**src/rtl/stopwatch_pkg.sv**
```systemverilog
`default_nettype none
// ============================================================================
// Module      : stopwatch_pkg
// Description : Shared BCD constants, run-state enum and digit clamp helper
//               for the BCD stopwatch core.
// Revision    : 1.0  initial release
// ============================================================================
package stopwatch_pkg;

    localparam int         BCD_W   = 4;
    localparam logic [3:0] BCD_MAX = 4'd9;

    typedef enum logic [0:0] {
        STOPPED = 1'b0,
        RUNNING = 1'b1
    } sw_state_t;

    function automatic logic [BCD_W-1:0] clamp_bcd(input logic [BCD_W-1:0] d);
        return (d > BCD_MAX) ? BCD_MAX : d;
    endfunction

endpackage
`default_nettype wire

```
**src/rtl/bcd_digit_cell.sv**
```systemverilog
`default_nettype none
// ============================================================================
// Module      : bcd_digit_cell
// Description : One BCD digit of the ripple counter: increment/decrement with
//               carry/borrow chaining and max/zero flags.
// Revision    : 1.0  initial release
// ============================================================================
module bcd_digit_cell
    import stopwatch_pkg::*;
(
    input  logic [BCD_W-1:0] i_digit,
    input  logic             i_enable,
    input  logic             i_down,
    input  logic             i_cin,
    output logic [BCD_W-1:0] o_next,
    output logic             o_cout,
    output logic             o_is_max,
    output logic             o_is_zero
);

    logic w_step;

    assign w_step    = i_enable & i_cin;
    assign o_is_max  = (i_digit == BCD_MAX);
    assign o_is_zero = (i_digit == '0);

    always_comb begin
        o_next = i_digit;
        o_cout = 1'b0;
        if (w_step) begin
            if (i_down) begin
                o_cout = o_is_zero;
                o_next = o_is_zero ? BCD_MAX : (i_digit - 1'b1);
            end else begin
                o_cout = o_is_max;
                o_next = o_is_max ? '0 : (i_digit + 1'b1);
            end
        end
    end

endmodule
`default_nettype wire

```
**src/rtl/bcd_stopwatch_core.sv**
```systemverilog
`default_nettype none
// ============================================================================
// Module      : bcd_stopwatch_core
// Description : Multi-digit BCD stopwatch / countdown timer with prescaled
//               tick, preset load, clear, overflow and done pulses.
//               Optional lap capture port set enabled by LAP_CAPTURE_EN.
// Revision    : 1.0  initial release
// ============================================================================
module bcd_stopwatch_core
    import stopwatch_pkg::*;
#(
    parameter int NUM_DIGITS = 4,
    parameter int TICK_DIV   = 1
) (
    input  logic                        clk,
    input  logic                        reset,
    input  logic                        start_stop,
    input  logic                        clear,
    input  logic                        mode_down,
    input  logic                        load,
    input  logic [BCD_W*NUM_DIGITS-1:0] load_value,
    output logic [BCD_W*NUM_DIGITS-1:0] digits,
    output logic                        running,
    output logic                        overflow,
    output logic                        done
`ifdef LAP_CAPTURE_EN
    ,
    input  logic                        lap,
    output logic [BCD_W*NUM_DIGITS-1:0] lap_digits,
    output logic                        lap_valid
`endif
);

    localparam int              c_W          = BCD_W * NUM_DIGITS;
    localparam int              c_PW         = (TICK_DIV > 1) ? $clog2(TICK_DIV) : 1;
    localparam logic [c_PW-1:0] c_PRESC_LAST = c_PW'(TICK_DIV - 1);

    sw_state_t         r_state, w_state_nxt;
    logic [c_PW-1:0]   r_presc, w_presc_nxt;
    logic [c_W-1:0]    r_count, w_count_nxt;
    logic [c_W-1:0]    w_step_count;
    logic [c_W-1:0]    w_load_clamped;
    logic [NUM_DIGITS:0]   w_carry;
    logic [NUM_DIGITS-1:0] w_is_max;
    logic [NUM_DIGITS-1:0] w_is_zero;
    logic              w_tick;
    logic              w_start_zero;
    logic              r_overflow, w_ovf_nxt;
    logic              r_done, w_done_nxt;

    assign w_carry[0] = 1'b1;

    generate
        for (genvar i = 0; i < NUM_DIGITS; i++) begin : g_digit
            bcd_digit_cell u_cell (
                .i_digit   (r_count[i*BCD_W +: BCD_W]),
                .i_enable  (w_tick),
                .i_down    (mode_down),
                .i_cin     (w_carry[i]),
                .o_next    (w_step_count[i*BCD_W +: BCD_W]),
                .o_cout    (w_carry[i+1]),
                .o_is_max  (w_is_max[i]),
                .o_is_zero (w_is_zero[i])
            );
            assign w_load_clamped[i*BCD_W +: BCD_W] = clamp_bcd(load_value[i*BCD_W +: BCD_W]);
        end
    endgenerate

    assign w_tick = (r_state == RUNNING) && (r_presc == c_PRESC_LAST);

    // Zero-count start refusal looks at the value that will be in the count after a same-cycle load.
    assign w_start_zero = load ? (w_load_clamped == '0) : (&w_is_zero);

    always_comb begin
        w_state_nxt = r_state;
        w_presc_nxt = r_presc;
        w_count_nxt = r_count;
        w_ovf_nxt   = 1'b0;
        w_done_nxt  = 1'b0;
        if (clear) begin
            w_state_nxt = STOPPED;
            w_presc_nxt = '0;
            w_count_nxt = '0;
        end else begin
            if (load) begin
                w_count_nxt = w_load_clamped;
                w_presc_nxt = '0;
            end else begin
                if (r_state == RUNNING) begin
                    w_presc_nxt = w_tick ? '0 : (r_presc + 1'b1);
                end
                if (w_tick) begin
                    w_count_nxt = w_step_count;
                    w_ovf_nxt   = !mode_down && (&w_is_max);
                    // A borrow out of the top digit means we wrapped from zero, not finished.
                    w_done_nxt  = mode_down && !w_carry[NUM_DIGITS] && (w_step_count == '0);
                    if (w_done_nxt) begin
                        w_state_nxt = STOPPED;
                    end
                end
            end
            if (start_stop) begin
                if (r_state == RUNNING) begin
                    w_state_nxt = STOPPED;
                end else if (!(mode_down && w_start_zero)) begin
                    w_state_nxt = RUNNING;
                end
            end
        end
    end

    always_ff @(posedge clk) begin
        if (reset) begin
            r_state    <= STOPPED;
            r_presc    <= '0;
            r_count    <= '0;
            r_overflow <= 1'b0;
            r_done     <= 1'b0;
        end else begin
            r_state    <= w_state_nxt;
            r_presc    <= w_presc_nxt;
            r_count    <= w_count_nxt;
            r_overflow <= w_ovf_nxt;
            r_done     <= w_done_nxt;
        end
    end

    assign digits   = r_count;
    assign running  = (r_state == RUNNING);
    assign overflow = r_overflow;
    assign done     = r_done;

`ifdef LAP_CAPTURE_EN
    logic [c_W-1:0] r_lap_digits;
    logic           r_lap_valid;

    always_ff @(posedge clk) begin
        if (reset || clear) begin
            r_lap_digits <= '0;
            r_lap_valid  <= 1'b0;
        end else if (lap) begin
            r_lap_digits <= r_count;
            r_lap_valid  <= 1'b1;
        end
    end

    assign lap_digits = r_lap_digits;
    assign lap_valid  = r_lap_valid;
`endif

endmodule
`default_nettype wire
```
**config.mk**
```make
export PLATFORM = sky130hd
export DESIGN_NAME = bcd_stopwatch_core
export DESIGN_NICKNAME = d
export VERILOG_FILES = /design/src/rtl/stopwatch_pkg.sv /design/src/rtl/bcd_digit_cell.sv /design/src/rtl/bcd_stopwatch_core.sv
export SDC_FILE = /design/constraint.sdc
export NUM_CORES = 1
export LEC_CHECK = 0
export BUFFER_PORTS_ARGS = -buffer_cell sky130_fd_sc_hd__buf_2
export CAP_MARGIN = 25
export CORE_AREA = 2 2 79 81
export CTS_CLUSTER_SIZE = 40
export DETAILED_ROUTE_END_ITERATION = 10
export DIE_AREA = 0 0 81 83
export HOLD_SLACK_MARGIN = 0.1
export REMOVE_ABC_BUFFERS = 1
export SYNTH_ARGS = -nofsm -noshare
export SYNTH_HDL_FRONTEND = slang
export SYNTH_SLANG_ARGS = --single-unit
export TNS_END_PERCENT = 100
```
**constraint.sdc**
```tcl
create_clock -name clk -period 2.2 [get_ports clk]
set_clock_uncertainty 0.1 [all_clocks]
set_input_delay 0.11 -clock clk [delete_from_list [all_inputs] [get_ports clk]]
set_output_delay 0.11 -clock clk [all_outputs]
set_load 0.02 [all_outputs]
```
==> results.py <==
metrics = {
    "timing": {
        "slew_headroom": 0.643,
        "worst_pin_slew_ns": 0.535,
        "finalSetupViolCount": 0,
        "slew_viol_final": 0,
        "final.period_utilization": 0.993,
        "fin_crit_ns": 2.18,
        "hold_viol_final": 0,
        "whs_ns": 0.0965,
        "max_freq_mhz": 458,
        "rsz0062_at_grt": "true",
    },
    "clocking": {
        "cts_root_buffer": "clkbuf_8",
        "htree_levels": 1,
        "clk_pin_slew_ns": 0.09,
        "cts_tree": "yes",
        "cts_num_sinks": 20,
        "insertion_delay_ns": 0.28,
        "numCtsBuffers": 3,
        "cts_buffer_depth": 2,
    },
    "critical_path": {
        "path_buf_inv": 3,
        "crit_path_frequent_cell": "buf_4",
        "worst_setup_path_start_kind": "flop",
        "cp_slowest_stage_delay_ns": 0.34,
        "critical_path.cell_chain": "nor4b_4, buf_4, o21a_1, buf_6, nand3_1, o211ai_1, buf_4, nor2_1, a41o_1, nand2_1",
        "critPathKind": "reg -> reg",
        "cp_top_family": "compound AO/OA/AOI/OAI gates",
        "worstPathMaxFanout": 7,
        "crit_slowest_cell": "dfxtp_2",
        "worstPathRequired_ns": 2.33,
        "arrival_ns": 2.32,
        "cp-end-kind": "flop",
    },
    "logic_synthesis": {
        "synth_top_flop_cell": "dfxtp_1",
        "yosys-top-cells-area": "dfxtp_1, nor2_1, o21ai_0, nor3_1, xnor2_1",
        "synth-seq-cells": 20,
        "ys_seq_area_frac": 0.209,
        "ys_types": 60,
        "yosysMostFrequentCell": "nor2_1",
        "avgSynthCellArea_um2": 6.92,
        "yosys-top-cells-count": "nor2_1, o21ai_0, dfxtp_1",
        "ys_warn_count": 0,
        "synth_edf_count": 0,
        "synthCells": 277,
        "synth_top_cell_by_area": "dfxtp_1",
        "synth_area_mm2": 0.00192,
        "synthArstFlopShare": 0,
        "synth_top_area_share": 0.209,
    },
    "floorplanning": {
        "initial_utilization": 0.329,
        "die_h_um": 83,
        "die_x_um": 81,
        "rows": 28,
        "core_mm2": 0.00582,
        "dieArea_mm2": 0.00672,
        "num_io_pins": 41,
    },
    "power": {
        "p_int_w": 0.000790,
        "p_comb_frac": 0.322,
        "seqPwrFrac": 0.337,
        "powerDensity_mw_per_mm2": 399,
        "p_sw_frac": 0.310,
        "power_frac_clock": 0.341,
        "switchingPower_w": 0.000356,
        "p_leak_nw": 1.13,
        "ir_drop_mv": 0.302,
    },
    "drt": {
        "num_vias": 2371,
        "route.detailed.drc": 0,
        "postRouteWirelength_um": 6670,
        "drtIter0Drc": 168,
        "wl_met2_um": 3190,
        "drt_pre_antenna_iters": 4,
        "met1_length_um": 3030,
        "detail-route-antenna-nets": 0,
        "top_layer_used": "met4",
        "wl_per_cell_um": 15.4,
        "met3_length_um": 384,
        "via_per_inst": 5.46,
    },
    "grt": {
        "grt_max_degree": 19,
        "grt_pass1_wl_um": 10500,
        "gr-total-overflow": 0,
        "antenna_found_initial": 0,
        "grt.total_usage": 0.197,
        "grt_pass1_vias": 2190,
    },
    "cells_and_area": {
        "diodes": 0,
        "fin_util": 0.494,
        "multi_input_area_mm2": 0.00154,
        "syn2layout_area_growth_pct": 50.0,
        "nNetsFinal": 382,
        "fillers": 589,
        "regArea_um2": 410,
        "final_area_mm2": 0.00287,
        "drive_above_1_share": 0.354,
    },
    "hold_path": {
        "hp-class": "in -> reg",
    },
    "placed_design": {
        "hpwl_um": 4970,
        "dpl_cell_area_mm2": 0.00245,
        "gp_congestion": 0.866,
        "portBuffers": 40,
    },
    "job": {
        "cap_violations": 0,
    },
    "status": {
        "status": "completed",
    },
}
[layout by cell type, fill, tap and decap left out, drive strengths merged, types with 2 or more instances in the layout]
cell,count
o22ai,3
a22oi,3
xnor2,8
nand4b,2
buf,87
nor3b,5
nor2b,9
nand3b,8
or2,3
inv,3
or3b,2
nand4,4
and3,3
or4,3
and3b,2
a211oi,2
dfxtp,20
a21boi,2
o211ai,2
a31oi,7
o31ai,5
and2,3
a21oi,11
nor4,7
nor3,14
dlygate4sd3,15
nor4b,3
clkbuf,3
a31o,3
o21ai,25
nand2b,7
nor2,36
o21a,2
a221oi,3
a22o,2
nand3,9
nand2,16
[state kept, by name, indices dropped and copies added (netlist names)]
signal / count
r_presc: 1
overflow: 1
running: 1
digits: 16
done: 1
[power by group through the flow]
stage	Combinational, W	Clock (W)	Sequential (W)
2_1_floorplan	0.000138	0	0.000419
3_3_place_gp	0.000311	0	0.000394
3_5_place_dp	0.000312	0	0.000394
4_1_cts	0.000338	0.000389	0.000386
5_1_grt	0.000401	0.000407	0.000389
6_report	0.000369	0.000391	0.000387
[cell families after synthesis]
family	Yosys count	share of synthesized area
flip-flops	20	0.209
XOR/XNOR	9	0.0412
multiplexers	1	0.00523
buffers and inverters	28	0.0581
AND/OR/NAND/NOR	138	0.407
AO/OA/AOI/OAI	81	0.280
[layer usage]
metal  GRT usage  vias to the layer above
met2       0.319                       71
met4      0.0370                        0
li1            -                     1192
met1       0.280                     1101
met5           0                        -
met3      0.0250                        7
[tightest hold or removal path, delay by kind of cell]
family,cells,cell delay (ns)
AO/OA/AOI/OAI,1,0.09
buffers and inverters,1,0.11
AND/OR/NAND/NOR,1,0.12
[through the flow]
| step | total power [W] | cells | setup TNS, ns | setup slack (ns) |
|---|---|---|---|---|
| floorplan | 0.000556 | 253 | -0.446 | -0.171 |
| global placement | 0.000705 | 411 | -0.0396 | -0.0396 |
| detailed placement | 0.000707 | 411 | -0.128 | -0.0664 |
| CTS | 0.00111 | 430 | 0 | 0.000289 |
| global route | 0.00120 | 434 | -0.322 | -0.124 |
| finish | 0.00115 | 434 | 0 | 0.0163 |
[final cells by class]
cell class / instances / area share
Clock buffer: 3 / 0.0144
Inverter: 4 / 0.00523
Timing Repair Buffer: 102 / 0.257
Multi-Input combinational cell: 229 / 0.537
Sequential cell: 20 / 0.143
Clock inverter: 1 / 0.0105
Tap cell: 75 / 0.0327
[worst paths after layout]
path	from	to	slack [ns]	cells after the start
hold reg to reg	running$_SDFF_PP0_	r_presc$_SDFFE_PP0P_	0.48	2
hold / removal	load_value[4]	digits[4]$_SDFFE_PP0P_	0.1	3
setup / recovery	r_presc$_SDFFE_PP0P_	running$_SDFF_PP0_	0.02	10
setup reg to reg	r_presc$_SDFFE_PP0P_	running$_SDFF_PP0_	0.02	10
[what timing repair did]
item	CTS	global route
resized for setup	4	35
setup buffers	0	4
setup endpoints to repair	2	4
pin swaps	4	13
hold endpoints to repair	13	0
hold buffers	15	0
Note: power is estimated with default switching activity, not from simulation.
